[src/rtl/fabric_port_pkg.sv]
// Shared sizing helpers and types for the VC fabric port.
// Used by the elastic VC FIFO and its per-channel bank.
package fabric_port_pkg;

    function automatic int vc_width(input int num_vc);
        return (num_vc > 1) ? $clog2(num_vc) : 1;
    endfunction

    function automatic int cnt_width(input int depth);
        return $clog2(depth + 1);
    endfunction

    localparam int DEFAULT_NUM_VC = 2;
    localparam int DEFAULT_VC_W   = vc_width(DEFAULT_NUM_VC);

    typedef logic [DEFAULT_VC_W-1:0] vc_id_t;

endpackage

[src/rtl/vc_fifo_bank.sv]
// One virtual channel: circular buffer with show-ahead head word.
// Status flags come straight from the registered occupancy count.
module vc_fifo_bank
    import fabric_port_pkg::*;
#(
    parameter  int WIDTH    = 4,
    parameter  int DEPTH    = 4,
    parameter  int AF_LEVEL = 1,
    localparam int CW       = cnt_width(DEPTH),
    localparam int PW       = $clog2(DEPTH)
) (
    input  logic             clk,
    input  logic             rst_n,
    input  logic             wr_req,
    input  logic [WIDTH-1:0] wr_data,
    input  logic             rd_req,
    output logic [WIDTH-1:0] head,
    output logic             not_full,
    output logic             not_empty,
    output logic             almost_full
);

    localparam logic [CW-1:0] DEPTH_C = CW'(DEPTH);

    logic [WIDTH-1:0] mem_r [DEPTH];
    logic [PW-1:0]    wr_ptr_r;
    logic [PW-1:0]    rd_ptr_r;
    logic [CW-1:0]    cnt_r;
    logic [CW-1:0]    cnt_nxt_s;
    logic             wr_acc_s;
    logic             rd_acc_s;
    logic [31:0]      free_s;

    // Acceptance uses the pre-edge count, so a pop never frees room for a same-cycle write.
    always_comb begin
        wr_acc_s  = wr_req && (cnt_r != DEPTH_C);
        rd_acc_s  = rd_req && (cnt_r != {CW{1'b0}});
        cnt_nxt_s = cnt_r;
        case ({wr_acc_s, rd_acc_s})
            2'b10:   cnt_nxt_s = cnt_r + CW'(1);
            2'b01:   cnt_nxt_s = cnt_r - CW'(1);
            default: cnt_nxt_s = cnt_r;
        endcase
    end

    // Pointer and occupancy state; DEPTH is a power of two so pointers wrap naturally.
    always_ff @(posedge clk or negedge rst_n) begin
        if (!rst_n) begin
            wr_ptr_r <= {PW{1'b0}};
            rd_ptr_r <= {PW{1'b0}};
            cnt_r    <= {CW{1'b0}};
        end else begin
            if (wr_acc_s) wr_ptr_r <= wr_ptr_r + PW'(1);
            if (rd_acc_s) rd_ptr_r <= rd_ptr_r + PW'(1);
            cnt_r <= cnt_nxt_s;
        end
    end

    // Storage array, intentionally left uncleared by reset.
    always_ff @(posedge clk) begin
        if (wr_acc_s) mem_r[wr_ptr_r] <= wr_data;
    end

    // Status decode and show-ahead head word.
    always_comb begin
        free_s      = 32'(DEPTH) - 32'(cnt_r);
        not_full    = (cnt_r != DEPTH_C);
        not_empty   = (cnt_r != {CW{1'b0}});
        almost_full = (free_s <= 32'(AF_LEVEL));
        head        = mem_r[rd_ptr_r];
    end

endmodule

[src/rtl/vc_fifo_elastic.sv]
// Multi-VC elastic FIFO: write decode, read mux and error pulses around
// NUM_VC independent vc_fifo_bank instances.
module vc_fifo_elastic
    import fabric_port_pkg::*;
#(
    parameter  int WIDTH    = 4,
    parameter  int DEPTH    = 4,
    parameter  int NUM_VC   = 2,
    parameter  int AF_LEVEL = 1,
    localparam int VC_W     = vc_width(NUM_VC)
) (
    input  logic              clk,
    input  logic              rst_n,
    input  logic [WIDTH-1:0]  i_data_in,
    input  logic [VC_W-1:0]   i_vc_in,
    input  logic              i_write_en,
    output logic [NUM_VC-1:0] i_ready_out,
    output logic [NUM_VC-1:0] i_almost_full,
    input  logic [VC_W-1:0]   o_read_vc,
    input  logic              o_read_en,
    output logic [WIDTH-1:0]  o_data_out,
    output logic [NUM_VC-1:0] o_ready_out,
    output logic              o_overflow,
    output logic              o_underflow
);

    localparam logic [VC_W:0] NUM_VC_C = (VC_W + 1)'(NUM_VC);

    logic              wr_in_range_s;
    logic              rd_in_range_s;
    logic [NUM_VC-1:0] wr_sel_s;
    logic [NUM_VC-1:0] rd_sel_s;
    logic [WIDTH-1:0]  head_s [NUM_VC];
    logic              wr_drop_s;
    logic              rd_drop_s;
    logic              ovf_r;
    logic              udf_r;

    // Channel decode, AND-OR read mux and drop detection.
    always_comb begin
        wr_in_range_s = ({1'b0, i_vc_in} < NUM_VC_C);
        rd_in_range_s = ({1'b0, o_read_vc} < NUM_VC_C);
        o_data_out    = {WIDTH{1'b0}};
        for (int v = 0; v < NUM_VC; v++) begin
            wr_sel_s[v] = i_write_en && wr_in_range_s && (i_vc_in == VC_W'(v));
            rd_sel_s[v] = o_read_en && rd_in_range_s && (o_read_vc == VC_W'(v));
            o_data_out  = o_data_out |
                          ({WIDTH{rd_in_range_s && (o_read_vc == VC_W'(v))}} & head_s[v]);
        end
        wr_drop_s = i_write_en && !(|(wr_sel_s & i_ready_out));
        rd_drop_s = o_read_en && !(|(rd_sel_s & o_ready_out));
    end

    // One-cycle error pulses for dropped writes and ignored reads.
    always_ff @(posedge clk or negedge rst_n) begin
        if (!rst_n) begin
            ovf_r <= 1'b0;
            udf_r <= 1'b0;
        end else begin
            ovf_r <= wr_drop_s;
            udf_r <= rd_drop_s;
        end
    end

    assign o_overflow  = ovf_r;
    assign o_underflow = udf_r;

    for (genvar g = 0; g < NUM_VC; g++) begin : g_bank
        vc_fifo_bank #(
            .WIDTH    (WIDTH),
            .DEPTH    (DEPTH),
            .AF_LEVEL (AF_LEVEL)
        ) u_bank (
            .clk         (clk),
            .rst_n       (rst_n),
            .wr_req      (wr_sel_s[g]),
            .wr_data     (i_data_in),
            .rd_req      (rd_sel_s[g]),
            .head        (head_s[g]),
            .not_full    (i_ready_out[g]),
            .not_empty   (o_ready_out[g]),
            .almost_full (i_almost_full[g])
        );
    end

endmodule
[config.mk]
export PLATFORM = sky130hd
export DESIGN_NAME = vc_fifo_elastic
export DESIGN_NICKNAME = d
export VERILOG_FILES = /design/src/rtl/fabric_port_pkg.sv /design/src/rtl/vc_fifo_bank.sv /design/src/rtl/vc_fifo_elastic.sv
export SDC_FILE = /design/constraint.sdc
export NUM_CORES = 1
export LEC_CHECK = 0
export ABC_AREA = 0
export BUFFER_PORTS_ARGS = -buffer_cell sky130_fd_sc_hd__buf_2
export CAP_MARGIN = 20
export CELL_PAD_IN_SITES_DETAIL_PLACEMENT = 1
export CELL_PAD_IN_SITES_GLOBAL_PLACEMENT = 1
export CORE_AREA = 2 2 69 71
export DETAILED_ROUTE_END_ITERATION = 8
export DIE_AREA = 0 0 71 73
export GPL_ROUTABILITY_DRIVEN = 0
export PLACE_DENSITY = 0.93
export SETUP_SLACK_MARGIN = 0.05
export SYNTH_ARGS = -nofsm -noshare
export SYNTH_HDL_FRONTEND = slang
export SYNTH_SLANG_ARGS = --single-unit
[constraint.sdc]
create_clock -name clk -period 6.2 [get_ports clk]
set_clock_uncertainty 0.2 [all_clocks]
set_input_delay 0.62 -clock clk [delete_from_list [all_inputs] [get_ports clk]]
set_output_delay 0.62 -clock clk [all_outputs]
set_load 0.02 [all_outputs]
== Word-level counts from Yosys, hierarchy flattened ==
Memory sizes are Yosys's and may differ from the RTL's.
Cells that the tools add are included.
Word-level totals
  input port bits: 10
  flip-flop bits (word level): 16
  output and inout port bits: 12
  RAM bits: 32
  memories kept: 2
  word-level logic and storage cells: 59
Cells by class
  mux-type cells: 6
  bitwise operators: 7
  add/sub/neg operators: 10
  reductions and logical operators: 18
  order comparisons: 2
  equality and inequality tests: 6
Memory list
  g_bank[0].u_bank.mem_r: depth 4, bits a word 4, read ports 1, clocked after memory_dff 0, write ports 1, RTL line vc_fifo_bank.sv:25  | logic [WIDTH-1:0] mem_r [DEPTH];
  g_bank[1].u_bank.mem_r: depth 4, bits a word 4, read ports 1, clocked after memory_dff 0, write ports 1, RTL line vc_fifo_bank.sv:25
Operators with widths (number)
  less-or-equal comparator 32 x 1 -> 1 bit (second input constant): 2
  case mux 3 bit (2 select lines): 2
  logical AND 1 bit: 10
  adder 2 x 1 -> 2 bit (second input constant): 4
  bitwise AND 4 bit: 2
  subtractor 3 x 3 -> 4 bit (first input constant): 2
  adder 3 x 1 -> 3 bit (second input constant): 2
  != test 3 bit (second input constant): 2
  nonzero test 3 bit: 2
  subtractor 3 x 1 -> 3 bit (second input constant): 2
  bitwise AND 2 bit: 2
  equality test 2 x 1 -> 1 bit (second input constant): 2
  equality test 2 bit (second input constant): 2
  2-to-1 mux 1 bit: 4
  bitwise OR 4 bit: 1
  nonzero test 2 bit: 2
  OR reduction 2 bit: 2
  zero test 1 bit: 2
  NOT 1 bit: 2

== Longest topological paths before layout ==
Gate-level depths: netlist of run 1.
  depth in word-level cells: 6
  gate-level depth with buffers: 12
  depth with buffers taken out: 11

== By module ==
From an unflattened synthesis of run 1, not the netlist that was laid out.
Second synthesis, totals
  cells, all modules: 147
  area, all modules: 2252.2 µm²
By module, submodules not included
  vc_fifo_bank: sequential area each 655.6 µm², area each 1034.7 µm², times used 2, cells each 66
  vc_fifo_elastic: sequential area each 50.0 µm², area each 182.7 µm², times used 1, cells each 15

== Least setup slack after synthesis of run 1 ==
No wires, ideal clock.
  kind: register to register
  start: register g_bank[1].u_bank.cnt_r[0]
  end: register g_bank[1].u_bank.cnt_r[2]
  period minus slack after synthesis: 2.347 ns
  arrival: 2.067 ns
  path slack: 3.853 ns
  library setup time: 0.080 ns
  stages on the path, launching flop included: 13
  required time: 5.920 ns
  buffers on the path: 1
  cells stage by stage: dfrtp_1 > nor2_1 > ha_1 > inv_1 > and3_1 > clkbuf_1 > inv_1 > ha_1 > inv_1 > fa_1 > xor2_1 > nor2_1 > xnor2_1
On the way
  longest elaborated chain between the ends: 4
  elaborated cells on any way between the ends: 10
  classes of those cells: add/sub: 2; eq/ne: 3; mux: 1; reduce/logical: 4
RTL lines
  from (decl): RTL line vc_fifo_bank.sv:28  | logic [CW-1:0] cnt_r;
  from (signal assigned): RTL line vc_fifo_bank.sv:51  | cnt_r <= {CW{1'b0}};
  from (signal assigned): RTL line vc_fifo_bank.sv:55  | cnt_r <= cnt_nxt_s;
  != test 3 bit *
  named net g_bank[1].u_bank.not_full: RTL line vc_fifo_bank.sv:18  | output logic not_full,
  logical AND 1 bit *: RTL line vc_fifo_bank.sv:36  | wr_acc_s = wr_req && (cnt_r != DEPTH_C);
  equality test 2 x 1 -> 1 bit or equality test 2 bit (tied branches): RTL line vc_fifo_bank.sv:39  | case ({wr_acc_s, rd_acc_s})
  case mux 3 bit (2 select lines) or nonzero test 2 bit (tied branches)
The timed path passes the listed nets; every way through them passes the cells marked *.
A chain may end at the register's enable or synchronous reset.

== Worst setup path in the final report of run 1 ==
  start: register g_bank[1].u_bank.rd_ptr_r[0]
  end: output o_data_out[0]
On the way
  longest elaborated chain between the ends: 3
RTL lines
  from (decl): RTL line vc_fifo_bank.sv:27  | logic [PW-1:0] rd_ptr_r;
  from (signal assigned): RTL line vc_fifo_bank.sv:50  | rd_ptr_r <= {PW{1'b0}};
  from (signal assigned): RTL line vc_fifo_bank.sv:54  | if (rd_acc_s) rd_ptr_r <= rd_ptr_r + PW'(1);
  memory read (4 x 4 bit)
  bitwise AND 4 bit: RTL line vc_fifo_elastic.sv:48  | ({WIDTH{rd_in_range_s && (o_read_vc == VC_W'(v))}} & head_s[v]);
  bitwise OR 4 bit: RTL line vc_fifo_elastic.sv:47  | o_data_out = o_data_out |
  to (decl): RTL line vc_fifo_elastic.sv:21  | output logic [WIDTH-1:0] o_data_out,
Every way passes these cells.

==> results of run 1 <==
state kept, by name (all words and copies together) (netlist names):
signal,flops
g_bank.u_bank.mem_r,32
g_bank.u_bank.cnt_r,6
g_bank.u_bank.rd_ptr_r,4
g_bank.u_bank.wr_ptr_r,4
o_overflow,1
o_underflow,1
cell families (layout without fill, tap and decap cells):
group                      after synthesis  in the layout  share of synthesized area
AOI/OAI and AO/OA                       11             11                     0.0316
xor gates and xnor gates                12             12                     0.0465
adders and majority gates               16             16                     0.0953
buffers and inverters                   31             51                     0.0681
DFF                                     48             48                      0.603
muxes                                   13             13                     0.0881
and+or+nand+nor                         28             28                     0.0676
final cells by class:
cell class / count / area share
Sequential cell: 48 / 0.552
Multi-Input combinational cell: 80 / 0.301
Timing Repair Buffer: 21 / 0.0426
Inverter: 22 / 0.0335
Clock buffer: 5 / 0.0279
Tap cell: 54 / 0.0274
Clock inverter: 3 / 0.0152
Yosys cell counts (all sizes together):
cell	instances	area share
and2	8	0.022
and3	1	0.0028
buf	8	0.030
clkbuf	1	0.0017
dfrtp	16	0.18
edfxtp	32	0.43
fa	2	0.018
ha	14	0.078
inv	22	0.037
mux2	2	0.012
mux2i	6	0.027
mux4	5	0.050
nand2	7	0.012
nand2b	1	0.0028
nand3b	1	0.0033
nor2	5	0.0083
nor3	2	0.0044
nor3b	3	0.012
o21a	2	0.0066
o21ai	6	0.013
o22a	3	0.012
xnor2	9	0.035
xor2	3	0.012
final timing paths:
kind                                                       endpoint  slack [ps]  cells after the start
setup / recovery                                      o_data_out[0]        3410                      3
hold / removal                g_bank[0].u_bank.cnt_r[0]$_DFFE_PN0P_          30                      1
setup reg to reg              g_bank[0].u_bank.cnt_r[2]$_DFFE_PN0P_        3610                      9
hold reg to reg               g_bank[0].u_bank.cnt_r[0]$_DFFE_PN0P_         310                      1
max in group asynchronous  g_bank[1].u_bank.wr_ptr_r[1]$_DFFE_PN0P_        5500                      1
min in group clk              g_bank[0].u_bank.cnt_r[0]$_DFFE_PN0P_         310                      1
metrics by stage:
stage	utilization	setup slack [ps]	cells
after floorplan	-	3850	159
after global placement	0.520	3640	225
after CTS	0.544	3400	233
after global routing	0.544	3330	233
after detailed placement	0.520	3480	225
final	0.544	3410	233
power by group:
part	leakage, nW	total (mW)	internal (mW)	switching (mW)
logic	0.488	0.399	0.179	0.220
registers	0.481	0.495	0.416	0.0791
clock network	0.0532	0.219	0.118	0.101
metal layers:
layer  up-vias  wire length (um)  track usage
met4         0                88       0.0713
li1        570                 -            -
met5         -                 0            0
met2        33              2360        0.353
met1       604              1890        0.237
met3         8               160       0.0401
==> out/results.ini, run 1 <==
[outcome]
status = complete, no violations

[sta]
finalMaxSlewViolations = 0
period_needed_ps = 2790
fmax_ghz = 0.358
tightest_slew_ps = 552
period_share = 0.450
rsz0062_at_grt = false
tns_ps = 0
final_hold_viol_count = 0
slew_headroom = 0.631
final-setup-viol-count = 0
hold_slack_ps = 27.0

[setup_path]
cpPeakStageDelay_ps = 680
arrival_ps = 1970
worstPathCellList = mux4_2 -> mux2_4 -> buf_2
r2r-start = g_bank[0].u_bank.cnt_r[1]$_DFFE_PN0P_
path_buf_inv = 1
critPathLaunchType = flip-flop
critPathCaptureType = primary output
worstPathMaxFanout = 9
startpoint = g_bank[1].u_bank.rd_ptr_r[0]$_DFFE_PN0P_
criticalPathCategory = flip-flop to primary output
critPathTopFamily = multiplexers
cp_slowest_cell = dfrtp_1
required_ps = 5380

[layout]
antenna_cells = 0
multiInputGateArea_um2 = 743
fin_area_um2 = 2470
final_cell_mix = edfxtp_1, inv_1, buf_2
fillCellCount = 441
seqCellArea_um2 = 1360
area_growth_pct = 9.20
nets = 204
drive_gt1_frac = 0.196
final_common_cell = edfxtp_1

[logic_synthesis]
synth_seq_cells = 48
syn_area_um2 = 2260
synth_cell_type_count = 26
yosysWarnings = 0
synthCells = 159
ys_seq_area_frac = 0.603
synth_nets = 185
syn_area_per_cell_um2 = 14.2

[floorplanning]
core_um2 = 4540
row_count = 25
die_y_um = 73
die_w_um = 71
io_pins = 22
start_util = 0.498
die_area_um2 = 5180

[route]
ant_nets = 0
drc = 0
drtIter0Drc = 73
wl_per_cell_um = 19.3
drtPass1Iterations = 4
vias_per_cell = 5.21
finalWirelength_um = 4490
routed-via-count = 1215

[global_route]
grt-ovfl-total = 0
grt_pass1_wl_um = 7360
grt_max_degree = 17
grt_pass1_vias = 1336
groute.usage.overall = 0.197
antenna_found_initial = 0

[place]
placed_area_um2 = 2360
dpl.hpwl_um = 3490
io_buffers = 21

[clock_network]
clk_pin_slew_ps = 90
postCtsResizedCells = 0
cts_root_buf = clkbuf_8
worst_skew_pair.late_latency_ps = 290
h-tree-depth = 2
cts_inserted_buffers = 5
cts_sinks = 48
cts_tree = built
cts.hold.buffers_added = 0
postCtsSetupRepairBufs = 0
clockBufferDepth = 2

[min_path]
hold_path_class = input pin to asynchronous set/reset pin

[power]
power_mw = 1.11
peakVddDrop_mv = 0.225
power_density_nw_per_um2 = 451
p_leak_nw = 1.02

[flow_run]
drv_cap = 0

Power figures use the tool's default switching activity.
==> inputs of run 2 (changes only) <==
- CORE_AREA: 2 2 69 71 -> 2 2 76 78
- DIE_AREA: 0 0 71 73 -> 0 0 78 80
- PLACE_DENSITY: 0.93 -> 0.83
- clock period: 6.2 -> 2.4 ns (I/O delays scaled with it)
==> run 2 against run 1 <==
Against the previous run:
- clock-buffer cell count up 1
- clock power rose to 2.6 times the previous value
- routed wire length is 13% lower
- largest power group unchanged
- sequential cell count unchanged
- largest cell class unchanged
- critical path type is now flip-flop to flip-flop
==> out/results.ini, run 2 (synthesized netlist as in run 1, its figures left out) <==
[outcome]
status = complete, no violations

[layout]
area_growth_pct = 14.5
fin_area_um2 = 2590  ; +4.9%
top_register = g_bank.u_bank.mem_r
final_common_cell = edfxtp_1
final_cell_mix = edfxtp_1, buf_2, inv_1
reg_top3 = g_bank.u_bank.mem_r (32), g_bank.u_bank.cnt_r (6)
finalNonFillerCells = 258  ; +11%
antenna_cells = 0  ; unchanged
largest_reg_flops = 32  ; unchanged
nets = 211  ; +3.4%
drive_gt1_frac = 0.280  ; +0.0840

[setup_path]
critPathCaptureType = flip-flop
path_buf_inv = 3  ; +2
required_ps = 2430  ; -2950 ps
critPathTopFamily = adder cells
worstPathMaxFanout = 3  ; -6
criticalPathCategory = flip-flop to flip-flop
cp_slowest_cell = dfrtp_1
path_common_cell = inv_2
cpPeakStageDelay_ps = 410  ; -270 ps
worstPathCellList = inv_2 -> ha_1 -> nand3b_1 -> inv_2 -> ha_4 -> inv_1 -> fa_2 -> xor2_1 -> nor2_1 -> xnor2_1
arrival_ps = 2260  ; +290 ps
critPathLaunchType = flip-flop

[sta]
period_needed_ps = 2230
final_hold_viol_count = 0  ; unchanged
layout_setup_ws_ps = 173  ; -3240 ps
fmax_ghz = 0.449
tns_ps = 0  ; unchanged
finalMaxSlewViolations = 0  ; unchanged
period_share = 0.928
tightest_slew_ps = 384  ; -168 ps
rsz0062_at_grt = true
slew_headroom = 0.744  ; +0.113
final-setup-viol-count = 0  ; unchanged

[min_path]
hold_path_class = input pin to flip-flop

[place]
io_buffers = 21  ; unchanged
placed_area_um2 = 2410  ; +2.2%
dp.cells = 247  ; +9.8%
dpl.hpwl_um = 2940  ; -16%
place_ws_ps = 34.6  ; -3440 ps

[power]
p_int_mw = 1.90  ; +170%
power_mw = 2.91  ; +160%
comb_power_share = 0.377  ; +0.018
switching_share = 0.347  ; -0.0122
power_switching_mw = 1.01  ; +150%
pwr-share-clk = 0.194  ; -0.003
power_density_nw_per_um2 = 1120  ; +150%
peakVddDrop_mv = 0.617  ; +170%
p_leak_nw = 1.05  ; +3.1%
p_seq_frac = 0.429  ; -0.016

[flow_run]
drv_cap = 0  ; unchanged

[clock_network]
cts_tree = built
cts_inserted_buffers = 5  ; unchanged
cts_sinks = 48  ; unchanged
h-tree-depth = 2  ; unchanged
cts_root_buf = clkbuf_8
worst_skew_pair.late_latency_ps = 300  ; about the same
clk_pin_slew_ps = 80  ; about the same
clockBufferDepth = 2  ; unchanged

[route]
drc = 0  ; unchanged
finalWirelength_um = 3910  ; -13%
drtIter0Drc = 59  ; -19%
vias_per_cell = 4.81  ; -7.8%
routed-via-count = 1241  ; +2.1%
wl_per_cell_um = 15.2  ; -21%
drtPass1Iterations = 5  ; +1
ant_nets = 0  ; unchanged

[floorplanning]
start_util = 0.418  ; -0.0801
io_pins = 22  ; unchanged
die_area_um2 = 6240  ; +20%
core_um2 = 5410  ; +19%
die_w_um = 78  ; +9.9%
die_y_um = 80  ; +9.6%
row_count = 27  ; +8.0%

[global_route]
grt_pass1_vias = 1323  ; -0.97%
grt-ovfl-total = 0  ; unchanged
antenna_found_initial = 0  ; unchanged
grt_max_degree = 17  ; unchanged
grt_pass1_wl_um = 6530  ; -11%
groute.usage.overall = 0.139  ; -0.0583

==> run 2: cell types whose count changed in the layout (fill, tap and decap cells not counted), sizes merged <==
cell,before,now
clkbuf,5,6
clkinv,2,1
dlygate4sd3,0,2
buf,21,26
==> run 2: path summary, 6_finish.rpt <==
check	startpoint	to	slack [ps]	depth (start not counted)
min in group asynchronous	rst_n	g_bank[1].u_bank.cnt_r[0]$_DFFE_PN0P_	180	2
worst max-delay path	g_bank[1].u_bank.cnt_r[2]$_DFFE_PN0P_	g_bank[1].u_bank.cnt_r[2]$_DFFE_PN0P_	170	10
worst min register to register	g_bank[0].u_bank.cnt_r[0]$_DFFE_PN0P_	g_bank[0].u_bank.cnt_r[0]$_DFFE_PN0P_	320	1
max in group asynchronous	rst_n	g_bank[0].u_bank.rd_ptr_r[0]$_DFFE_PN0P_	1520	2
worst max register to register	g_bank[1].u_bank.cnt_r[2]$_DFFE_PN0P_	g_bank[1].u_bank.cnt_r[2]$_DFFE_PN0P_	170	10
worst min-delay path	i_data_in[0]	g_bank[1].u_bank.mem_r[0][0]$_DFFE_PP_	10	1
==> run 2: worst register-to-register path, cell delays in order, from the launching register on <==
cell and delay, ps:
dfrtp_1 410, inv_2 60, ha_1 210, nand3b_1 230
inv_2 120, ha_4 140, inv_1 50, fa_2 330
xor2_1 150, nor2_1 150, xnor2_1 130
==> run 2: timing repair <==
item                                    in CTS  in global routing
setup buffers                                0                  1
gates resized for setup                      1                 12
hold endpoints to repair                    17                  0
hold buffers                                 2                  0
pin swaps                                    0                  3
endpoints found under the setup margin       1                  3
==> run 2: layout make-up <==
cell class | count | area (um2)
Timing Repair Buffer | 28 | 163
Fill cell | 577 | 2820
Clock buffer | 6 | 72.6
Tap cell | 72 | 90.1
Sequential cell | 48 | 1360
Clock inverter | 2 | 35.0
Multi-Input combinational cell | 80 | 781
Inverter | 22 | 82.6
==> run 2: power groups by stage <==
stage | sequential [mW] | combinational (mW) | clock [mW]
floorplan | 1.19 | 0.913 | 0
global placement | 1.24 | 1.02 | 0
detailed placement | 1.25 | 1.06 | 0
CTS | 1.24 | 1.08 | 0.577
global route | 1.28 | 1.25 | 0.610
finish | 1.25 | 1.10 | 0.564
==> run 2: per-stage QoR <==
step,hold WS (ps),util
2_1_floorplan,-256,-
3_3_place_gp,-23.1,0.446
3_5_place_dp,-11.3,0.446
4_1_cts,9.28,0.470
5_1_grt,31.3,0.478
6_report,13.6,0.478
==> run 2: per-layer routing <==
metal,global-route usage,vias up,part of all wire
met5,0,-,0
met4,0.0632,0,0.015
met3,0.0260,6,0.048
met2,0.235,33,0.49
met1,0.173,620,0.45
li1,-,582,-
